--- config.mk ---
export PLATFORM = sky130hd
export DESIGN_NAME = dmi_jtag_dtm_flat
export DESIGN_NICKNAME = d
export VERILOG_FILES = /design/src/rtl/dtm_pkg.sv /design/src/rtl/dmi_jtag_dtm_if.sv /design/src/rtl/jtag_sync.sv /design/src/rtl/dmi_jtag_dtm.sv /design/src/flat_wrapper.sv
export SDC_FILE = /design/constraint.sdc
export NUM_CORES = 1
export LEC_CHECK = 0
export CORE_MARGIN = 2
export CORE_UTILIZATION = 54
export DETAILED_ROUTE_END_ITERATION = 10
export HOLD_SLACK_MARGIN = 0.15
export PLACE_DENSITY = 0.79
export SLEW_MARGIN = 0
export SYNTH_ARGS = -nofsm -noshare
export SYNTH_HDL_FRONTEND = slang
export SYNTH_SLANG_ARGS = --single-unit
--- constraint.sdc ---
create_clock -name clk -period 5.1 [get_ports clk]
set_input_delay 0.765 -clock clk [delete_from_list [all_inputs] [get_ports clk]]
set_output_delay 0.765 -clock clk [all_outputs]
set_load 0.01 [all_outputs]
--- src/rtl/dtm_pkg.sv ---
// rtl/dtm_pkg.sv - shared types and constants for the JTAG debug transport module
package dtm_pkg;

    typedef enum logic [3:0] {
        TLR, RTI,
        SEL_DR, CAP_DR, SHIFT_DR, EXIT1_DR, PAUSE_DR, EXIT2_DR, UPD_DR,
        SEL_IR, CAP_IR, SHIFT_IR, EXIT1_IR, PAUSE_IR, EXIT2_IR, UPD_IR
    } tap_state_e;

    localparam logic [4:0] IR_IDCODE  = 5'h01;
    localparam logic [4:0] IR_DTMCS   = 5'h10;
    localparam logic [4:0] IR_DMI     = 5'h11;
    localparam logic [4:0] IR_CAPTURE = 5'b00001;

    localparam logic [1:0] DMI_OP_NOP   = 2'd0;
    localparam logic [1:0] DMI_OP_READ  = 2'd1;
    localparam logic [1:0] DMI_OP_WRITE = 2'd2;

    localparam logic [1:0] DMI_STAT_OK   = 2'd0;
    localparam logic [1:0] DMI_STAT_BUSY = 2'd3;

    localparam int DTMCS_DMIRESET_BIT  = 16;
    localparam int DTMCS_HARDRESET_BIT = 17;

    typedef struct packed {
        logic [13:0] zero_hi;
        logic        dmihardreset;
        logic        dmireset;
        logic        zero_15;
        logic [2:0]  idle;
        logic [1:0]  dmistat;
        logic [5:0]  abits;
        logic [3:0]  version;
    } dtmcs_t;

    typedef struct packed {
        logic [6:0]  address;
        logic [31:0] data;
        logic [1:0]  op;
    } dmi_scan_t;

endpackage

--- src/rtl/dmi_jtag_dtm_if.sv ---
// rtl/dmi_jtag_dtm_if.sv - DMI trivial bus between the DTM (master) and the DM (slave)
interface dmi_jtag_dtm_if;
    logic        dmi_start;
    logic        dmi_finish;
    logic [1:0]  dmi_op;
    logic [31:0] dmi_data_o;
    logic [31:0] dmi_data_i;
    logic [6:0]  dmi_address;

    modport master (
        output dmi_start, dmi_op, dmi_data_o, dmi_address,
        input  dmi_finish, dmi_data_i
    );

    modport slave (
        input  dmi_start, dmi_op, dmi_data_o, dmi_address,
        output dmi_finish, dmi_data_i
    );
endinterface

--- src/rtl/jtag_sync.sv ---
// rtl/jtag_sync.sv - oversampling synchronizers for tck/tms/tdi with tck edge strobes
module jtag_sync (
    input  logic clk,
    input  logic rst_n,
    input  logic tck,
    input  logic tms,
    input  logic tdi,
    output logic tck_rise,
    output logic tck_fall,
    output logic tms_s,
    output logic tdi_s
);
    logic [2:0] tck_q;
    logic [1:0] tms_q;
    logic [1:0] tdi_q;

    always_ff @(posedge clk or negedge rst_n) begin
        if (!rst_n) begin
            tck_q <= '0;
            tms_q <= '0;
            tdi_q <= '0;
        end else begin
            tck_q <= {tck_q[1:0], tck};
            tms_q <= {tms_q[0], tms};
            tdi_q <= {tdi_q[0], tdi};
        end
    end

    // tck_q[1] is the synchronized level, tck_q[2] its one-clk history
    assign tck_rise = tck_q[1] & ~tck_q[2];
    assign tck_fall = ~tck_q[1] & tck_q[2];
    assign tms_s    = tms_q[1];
    assign tdi_s    = tdi_q[1];
endmodule

--- src/rtl/dmi_jtag_dtm.sv ---
// rtl/dmi_jtag_dtm.sv - JTAG TAP with IDCODE/DTMCS/DMI/BYPASS driving the DMI request bus
module dmi_jtag_dtm
    import dtm_pkg::*;
#(
    parameter logic [31:0] IDCODE    = 32'h1BEE_F001,
    parameter logic [2:0]  IDLE_HINT = 3'd1
) (
    input  logic clk,
    input  logic rst_n,
    input  logic tck,
    input  logic tms,
    input  logic tdi,
    output logic tdo,
    dmi_jtag_dtm_if.master dmi
);
    logic tck_rise, tck_fall, tms_s, tdi_s;

    jtag_sync u_sync (
        .clk(clk), .rst_n(rst_n), .tck(tck), .tms(tms), .tdi(tdi),
        .tck_rise(tck_rise), .tck_fall(tck_fall), .tms_s(tms_s), .tdi_s(tdi_s)
    );

    tap_state_e state_q, state_d;
    logic capture_dr, shift_dr, update_dr, capture_ir, shift_ir, update_ir;

    always_ff @(posedge clk or negedge rst_n) begin
        if (!rst_n)        state_q <= TLR;
        else if (tck_rise) state_q <= state_d;
    end

    always_comb begin
        state_d = TLR;
        case (state_q)
            TLR:      state_d = tms_s ? TLR      : RTI;
            RTI:      state_d = tms_s ? SEL_DR   : RTI;
            SEL_DR:   state_d = tms_s ? SEL_IR   : CAP_DR;
            CAP_DR:   state_d = tms_s ? EXIT1_DR : SHIFT_DR;
            SHIFT_DR: state_d = tms_s ? EXIT1_DR : SHIFT_DR;
            EXIT1_DR: state_d = tms_s ? UPD_DR   : PAUSE_DR;
            PAUSE_DR: state_d = tms_s ? EXIT2_DR : PAUSE_DR;
            EXIT2_DR: state_d = tms_s ? UPD_DR   : SHIFT_DR;
            UPD_DR:   state_d = tms_s ? SEL_DR   : RTI;
            SEL_IR:   state_d = tms_s ? TLR      : CAP_IR;
            CAP_IR:   state_d = tms_s ? EXIT1_IR : SHIFT_IR;
            SHIFT_IR: state_d = tms_s ? EXIT1_IR : SHIFT_IR;
            EXIT1_IR: state_d = tms_s ? UPD_IR   : PAUSE_IR;
            PAUSE_IR: state_d = tms_s ? EXIT2_IR : PAUSE_IR;
            EXIT2_IR: state_d = tms_s ? UPD_IR   : SHIFT_IR;
            UPD_IR:   state_d = tms_s ? SEL_DR   : RTI;
            default:  state_d = TLR;
        endcase
    end

    // Capture/shift act on the rise that leaves the state; updates fire on the fall inside Update
    always_comb begin
        capture_dr = tck_rise && (state_q == CAP_DR);
        shift_dr   = tck_rise && (state_q == SHIFT_DR);
        update_dr  = tck_fall && (state_q == UPD_DR);
        capture_ir = tck_rise && (state_q == CAP_IR);
        shift_ir   = tck_rise && (state_q == SHIFT_IR);
        update_ir  = tck_fall && (state_q == UPD_IR);
    end

    logic [4:0]  ir_q;
    logic [40:0] sr_q, sr_shift;
    logic        busy_q, err_q, hard_pend_q;
    logic [31:0] result_q;
    dtmcs_t      dtmcs_cap;
    dmi_scan_t   dmi_cap, upd_scan;

    always_ff @(posedge clk or negedge rst_n) begin
        if (!rst_n)                ir_q <= IR_IDCODE;
        else if (state_q == TLR)   ir_q <= IR_IDCODE;
        else if (update_ir)        ir_q <= sr_q[4:0];
    end

    // One shift register serves IR and every DR; tdi enters at the selected length's MSB
    always_comb begin
        sr_shift = {40'b0, tdi_s};
        if (state_q == SHIFT_IR) begin
            sr_shift = {36'b0, tdi_s, sr_q[4:1]};
        end else begin
            case (ir_q)
                IR_IDCODE, IR_DTMCS: sr_shift = {9'b0, tdi_s, sr_q[31:1]};
                IR_DMI:              sr_shift = {tdi_s, sr_q[40:1]};
                default:             sr_shift = {40'b0, tdi_s};
            endcase
        end
    end

    always_comb begin
        dtmcs_cap              = '0;
        dtmcs_cap.version      = 4'd1;
        dtmcs_cap.abits        = 6'd7;
        dtmcs_cap.dmistat      = err_q ? DMI_STAT_BUSY : DMI_STAT_OK;
        dtmcs_cap.idle         = IDLE_HINT;
        dmi_cap.address        = dmi.dmi_address;
        dmi_cap.data           = result_q;
        dmi_cap.op             = (busy_q || err_q) ? DMI_STAT_BUSY : DMI_STAT_OK;
    end

    always_ff @(posedge clk or negedge rst_n) begin
        if (!rst_n) begin
            sr_q <= '0;
        end else if (capture_ir) begin
            sr_q <= {36'b0, IR_CAPTURE};
        end else if (capture_dr) begin
            case (ir_q)
                IR_IDCODE: sr_q <= {9'b0, IDCODE};
                IR_DTMCS:  sr_q <= {9'b0, dtmcs_cap};
                IR_DMI:    sr_q <= dmi_cap;
                default:   sr_q <= '0;
            endcase
        end else if (shift_dr || shift_ir) begin
            sr_q <= sr_shift;
        end
    end

    always_ff @(posedge clk or negedge rst_n) begin
        if (!rst_n)        tdo <= 1'b0;
        else if (tck_fall) tdo <= sr_q[0];
    end

    assign upd_scan = dmi_scan_t'(sr_q);

    always_ff @(posedge clk or negedge rst_n) begin
        if (!rst_n) begin
            dmi.dmi_start   <= 1'b0;
            dmi.dmi_op      <= DMI_OP_NOP;
            dmi.dmi_address <= '0;
            dmi.dmi_data_o  <= '0;
            busy_q          <= 1'b0;
            err_q           <= 1'b0;
            hard_pend_q     <= 1'b0;
            result_q        <= '0;
        end else begin
            dmi.dmi_start <= 1'b0;
            if (dmi.dmi_finish && busy_q) begin
                busy_q      <= 1'b0;
                hard_pend_q <= 1'b0;
                if (dmi.dmi_op == DMI_OP_READ && !hard_pend_q) result_q <= dmi.dmi_data_i;
            end
            if (capture_dr && ir_q == IR_DMI && busy_q && !hard_pend_q) err_q <= 1'b1;
            if (update_dr && ir_q == IR_DTMCS) begin
                if (sr_q[DTMCS_DMIRESET_BIT] || sr_q[DTMCS_HARDRESET_BIT]) err_q <= 1'b0;
                // A hard reset abandons the in-flight result but still waits for its finish
                if (sr_q[DTMCS_HARDRESET_BIT] && busy_q && !dmi.dmi_finish) hard_pend_q <= 1'b1;
            end
            if (update_dr && ir_q == IR_DMI && !err_q) begin
                if (busy_q) begin
                    if (!hard_pend_q) err_q <= 1'b1;
                end else if (upd_scan.op == DMI_OP_READ || upd_scan.op == DMI_OP_WRITE) begin
                    dmi.dmi_start   <= 1'b1;
                    dmi.dmi_op      <= upd_scan.op;
                    dmi.dmi_address <= upd_scan.address;
                    dmi.dmi_data_o  <= upd_scan.data;
                    busy_q          <= 1'b1;
                end
            end
        end
    end
endmodule
--- src/flat_wrapper.sv ---
// flat-port wrapper written by rule: the top's interface ports become plain ports
module dmi_jtag_dtm_flat import dtm_pkg::*;
#(
    parameter logic [31:0] IDCODE    = 32'h1BEE_F001,
    parameter logic [2:0]  IDLE_HINT = 3'd1
)
  (clk, rst_n, tck, tms, tdi, tdo, dmi_dmi_start, dmi_dmi_op, dmi_dmi_data_o, dmi_dmi_address, dmi_dmi_finish, dmi_dmi_data_i);
  dmi_jtag_dtm_if dmi_i ();
  input  logic clk;
  input  logic rst_n;
  input  logic tck;
  input  logic tms;
  input  logic tdi;
  output logic tdo;
  output wire logic [$bits(dmi_i.dmi_start)-1:0] dmi_dmi_start;
  output wire logic [$bits(dmi_i.dmi_op)-1:0] dmi_dmi_op;
  output wire logic [$bits(dmi_i.dmi_data_o)-1:0] dmi_dmi_data_o;
  output wire logic [$bits(dmi_i.dmi_address)-1:0] dmi_dmi_address;
  input wire logic [$bits(dmi_i.dmi_finish)-1:0] dmi_dmi_finish;
  input wire logic [$bits(dmi_i.dmi_data_i)-1:0] dmi_dmi_data_i;
  assign dmi_dmi_start = dmi_i.dmi_start;
  assign dmi_dmi_op = dmi_i.dmi_op;
  assign dmi_dmi_data_o = dmi_i.dmi_data_o;
  assign dmi_dmi_address = dmi_i.dmi_address;
  assign dmi_i.dmi_finish = dmi_dmi_finish;
  assign dmi_i.dmi_data_i = dmi_dmi_data_i;
  dmi_jtag_dtm #(.IDCODE(IDCODE), .IDLE_HINT(IDLE_HINT)) u_core (.clk(clk), .rst_n(rst_n), .tck(tck), .tms(tms), .tdi(tdi), .tdo(tdo), .dmi(dmi_i));
endmodule
==> out/results.ini <==
[global_routing]
gr-total-overflow = 0
grt_pass1_vias = 4300
track_usage_pct = 24.5
grt_pass1_wl_um = 21900
antenna_found_initial = 0
grt_max_degree = 101

[yosys]
ys_seq_area_share_pct = 57.0
synthesis.nets = 529
syn-cell-area_mm2 = 0.00593
syn_area_per_cell_um2 = 12.1
synthCells = 491
synth_largest_area_cell = dfrtp_1
synth_flop_cell = dfrtp_1
synth_most_common_cell = dfrtp_1
yosysWarningCount = 0
ys_top_cells_by_count = dfrtp_1, mux2_2, inv_1
synth_edf_count = 0
synth.distinct_cells = 56
yosysTopAreaCellShare_pct = 56.6
synthArstFlopShare_pct = 100
ys_ff_latch = 135
synth_area_leaders = dfrtp_1, mux2_2, inv_1

[worst_setup_path]
crit_fanout = 32
crit_start = u_core.state_q[2]
end_kind = register
start_kind = register
worstSetupPathType = reg2reg
reg2reg_slack_ns = 2.10
worstPathArrival_ns = 3.41
rr_startpoint = u_core.state_q[2]
required_ns = 5.50

[clock_tree]
cts_setup_buffers = 0
clockRootBuffer = clkbuf_8
clock_sinks = 135
htreeDepth = 4
clk_latency_ns = 0.52
numCtsBuffers = 17
cts_tree = done
hold_buffers = 0
cts.reportedPaths.clkPinSlew_ns = 0.06
cts_buffer_depth = 2
cts.repair.resized = 0

[layout]
syn2layout_area_growth_pct = 24.7
drive_gt1_share_pct = 21.0
nets = 597
postLayoutCellArea_mm2 = 0.00739
antenna_cells = 0

[placement]
port_buffers = 80
dp_hpwl_um = 8460
place_area_mm2 = 0.00676
pre_cts_ws_ns = 2.13
gp_congestion = 0.917

[sta]
timing.final.crit_share_pct = 58.9
slew_headroom_pct = 20.0
rsz0062_at_grt = no
worst_pin_slew_ns = 1.20
slew_violations = 0
timing.fmax_mhz = 333
period_needed_ns = 3.00
fin_skew_ns = 0.00498
final_hold_viol_count = 0
layout_setup_ws_ns = 2.10
setup_viol = 0
finalSetupTns_ns = 0

[floorplanning]
ioPinCount = 81
coreArea_mm2 = 0.0108
rows = 38
die_h_um = 109
start_util_pct = 54.9
die_area_mm2 = 0.0118
dieWidth_um = 109

[outcome]
status = finished clean

[hold_path]
min_path_type = in2async

[detailed_routing]
viasPerCell = 5.81
via_count = 4138
drt_pass1_iterations = 6
routedWlPerCell_um = 18.5
totalWireLength_um = 13200
drtAntennaViolNets = 0
drt_iter0_drc = 295
drc = 0

[pwr]
ir_drop_mv = 0.216
p_per_area_mw_per_mm2 = 406
power_leakage_nw = 3.35

[job]
max_cap_viol_count = 0

cell families after synthesis:
group | share of synthesized area, %
AOI/OAI and AO/OA | 12.4
buffers and inverters | 5.72
DFF | 57.0
xor gates and xnor gates | 0.148
muxes | 14.9
and+or+nand+nor | 9.90
power by group:
part	internal, W	switching (W)
Combinational	0.000175	0.000203
Sequential	0.00118	0.000151
Clock	0.000861	0.000433
metrics by stage:
stage	utilization (%)	hold WS (ns)	std cells	total power (W)
6_report	68.5	0.335	712	0.00300
5_1_grt	68.5	0.354	712	0.00315
4_1_cts	68.5	0.349	712	0.00302
3_5_place_dp	62.6	0.335	680	0.00171
3_3_place_gp	62.6	0.333	680	0.00168
2_1_floorplan	-	0.331	491	0.00157
flip-flops by register name, summed over array words and instances, names as in the netlist, 3 cells and up:
| name | count |
|---|---|
| u_core.dmi.dmi_data_o | 32 |
| u_core.sr_q | 41 |
| u_core.ir_q | 5 |
| u_core.dmi.dmi_address | 7 |
| u_core.result_q | 32 |
| u_core.u_sync.tck_q | 3 |
| u_core.state_q | 4 |
area by class of cell:
| cell class | count | area [um2] |
|---|---|---|
| Timing Repair Buffer | 84 | 832 |
| Fill cell | 766 | 3400 |
| Tap cell | 140 | 175 |
| Inverter | 39 | 146 |
| Multi-Input combinational cell | 282 | 2220 |
| Clock inverter | 6 | 136 |
| Clock buffer | 26 | 498 |
| Sequential cell | 135 | 3380 |
placed cells by master, fill, tap and decap left out, drive strengths merged, types with 3 or more instances in the layout:
master / instances
mux2: 73
a22oi: 19
o211ai: 4
a32o: 4
a21oi: 10
nand2: 26
clkbuf: 26
bufinv: 4
o221ai: 14
nor3: 8
o21ai: 27
a221o: 6
mux2i: 6
or2: 5
nor4: 5
nand3: 4
dfrtp: 134
or4b: 3
nor2: 11
nor2b: 18
buf: 5
inv: 39
nand2b: 3
clkdlybuf4s50: 79
final timing paths:
kind                                          endpoint  cells after the start
worst max-delay path              u_core.dmi.dmi_op[0]                      5
worst min-delay path            u_core.u_sync.tck_q[2]                      1
worst max register to register    u_core.dmi.dmi_op[0]                      5
worst min register to register  u_core.u_sync.tms_q[1]                      0
max in group asynchronous               u_core.ir_q[1]                      2
min in group clk                u_core.u_sync.tms_q[1]                      0
worst max-delay path: stages, from the launching register on:
cell and delay [ns]:
dfrtp_1 0.52, and2b_1 0.35, or4b_4 0.53, nor3_4 0.53
buf_4 0.52, mux2_2 0.40
layer usage:
metal	wire length (um)	part of all wire [%]	GRT usage, %	vias up
li1	-	-	-	1893
met1	5690	43	33.3	2057
met2	6450	49	38.3	157
met3	837	6.3	6.40	31
met4	213	1.6	8.61	0
met5	0	0	0	-
Power figures use the tool's default switching activity.
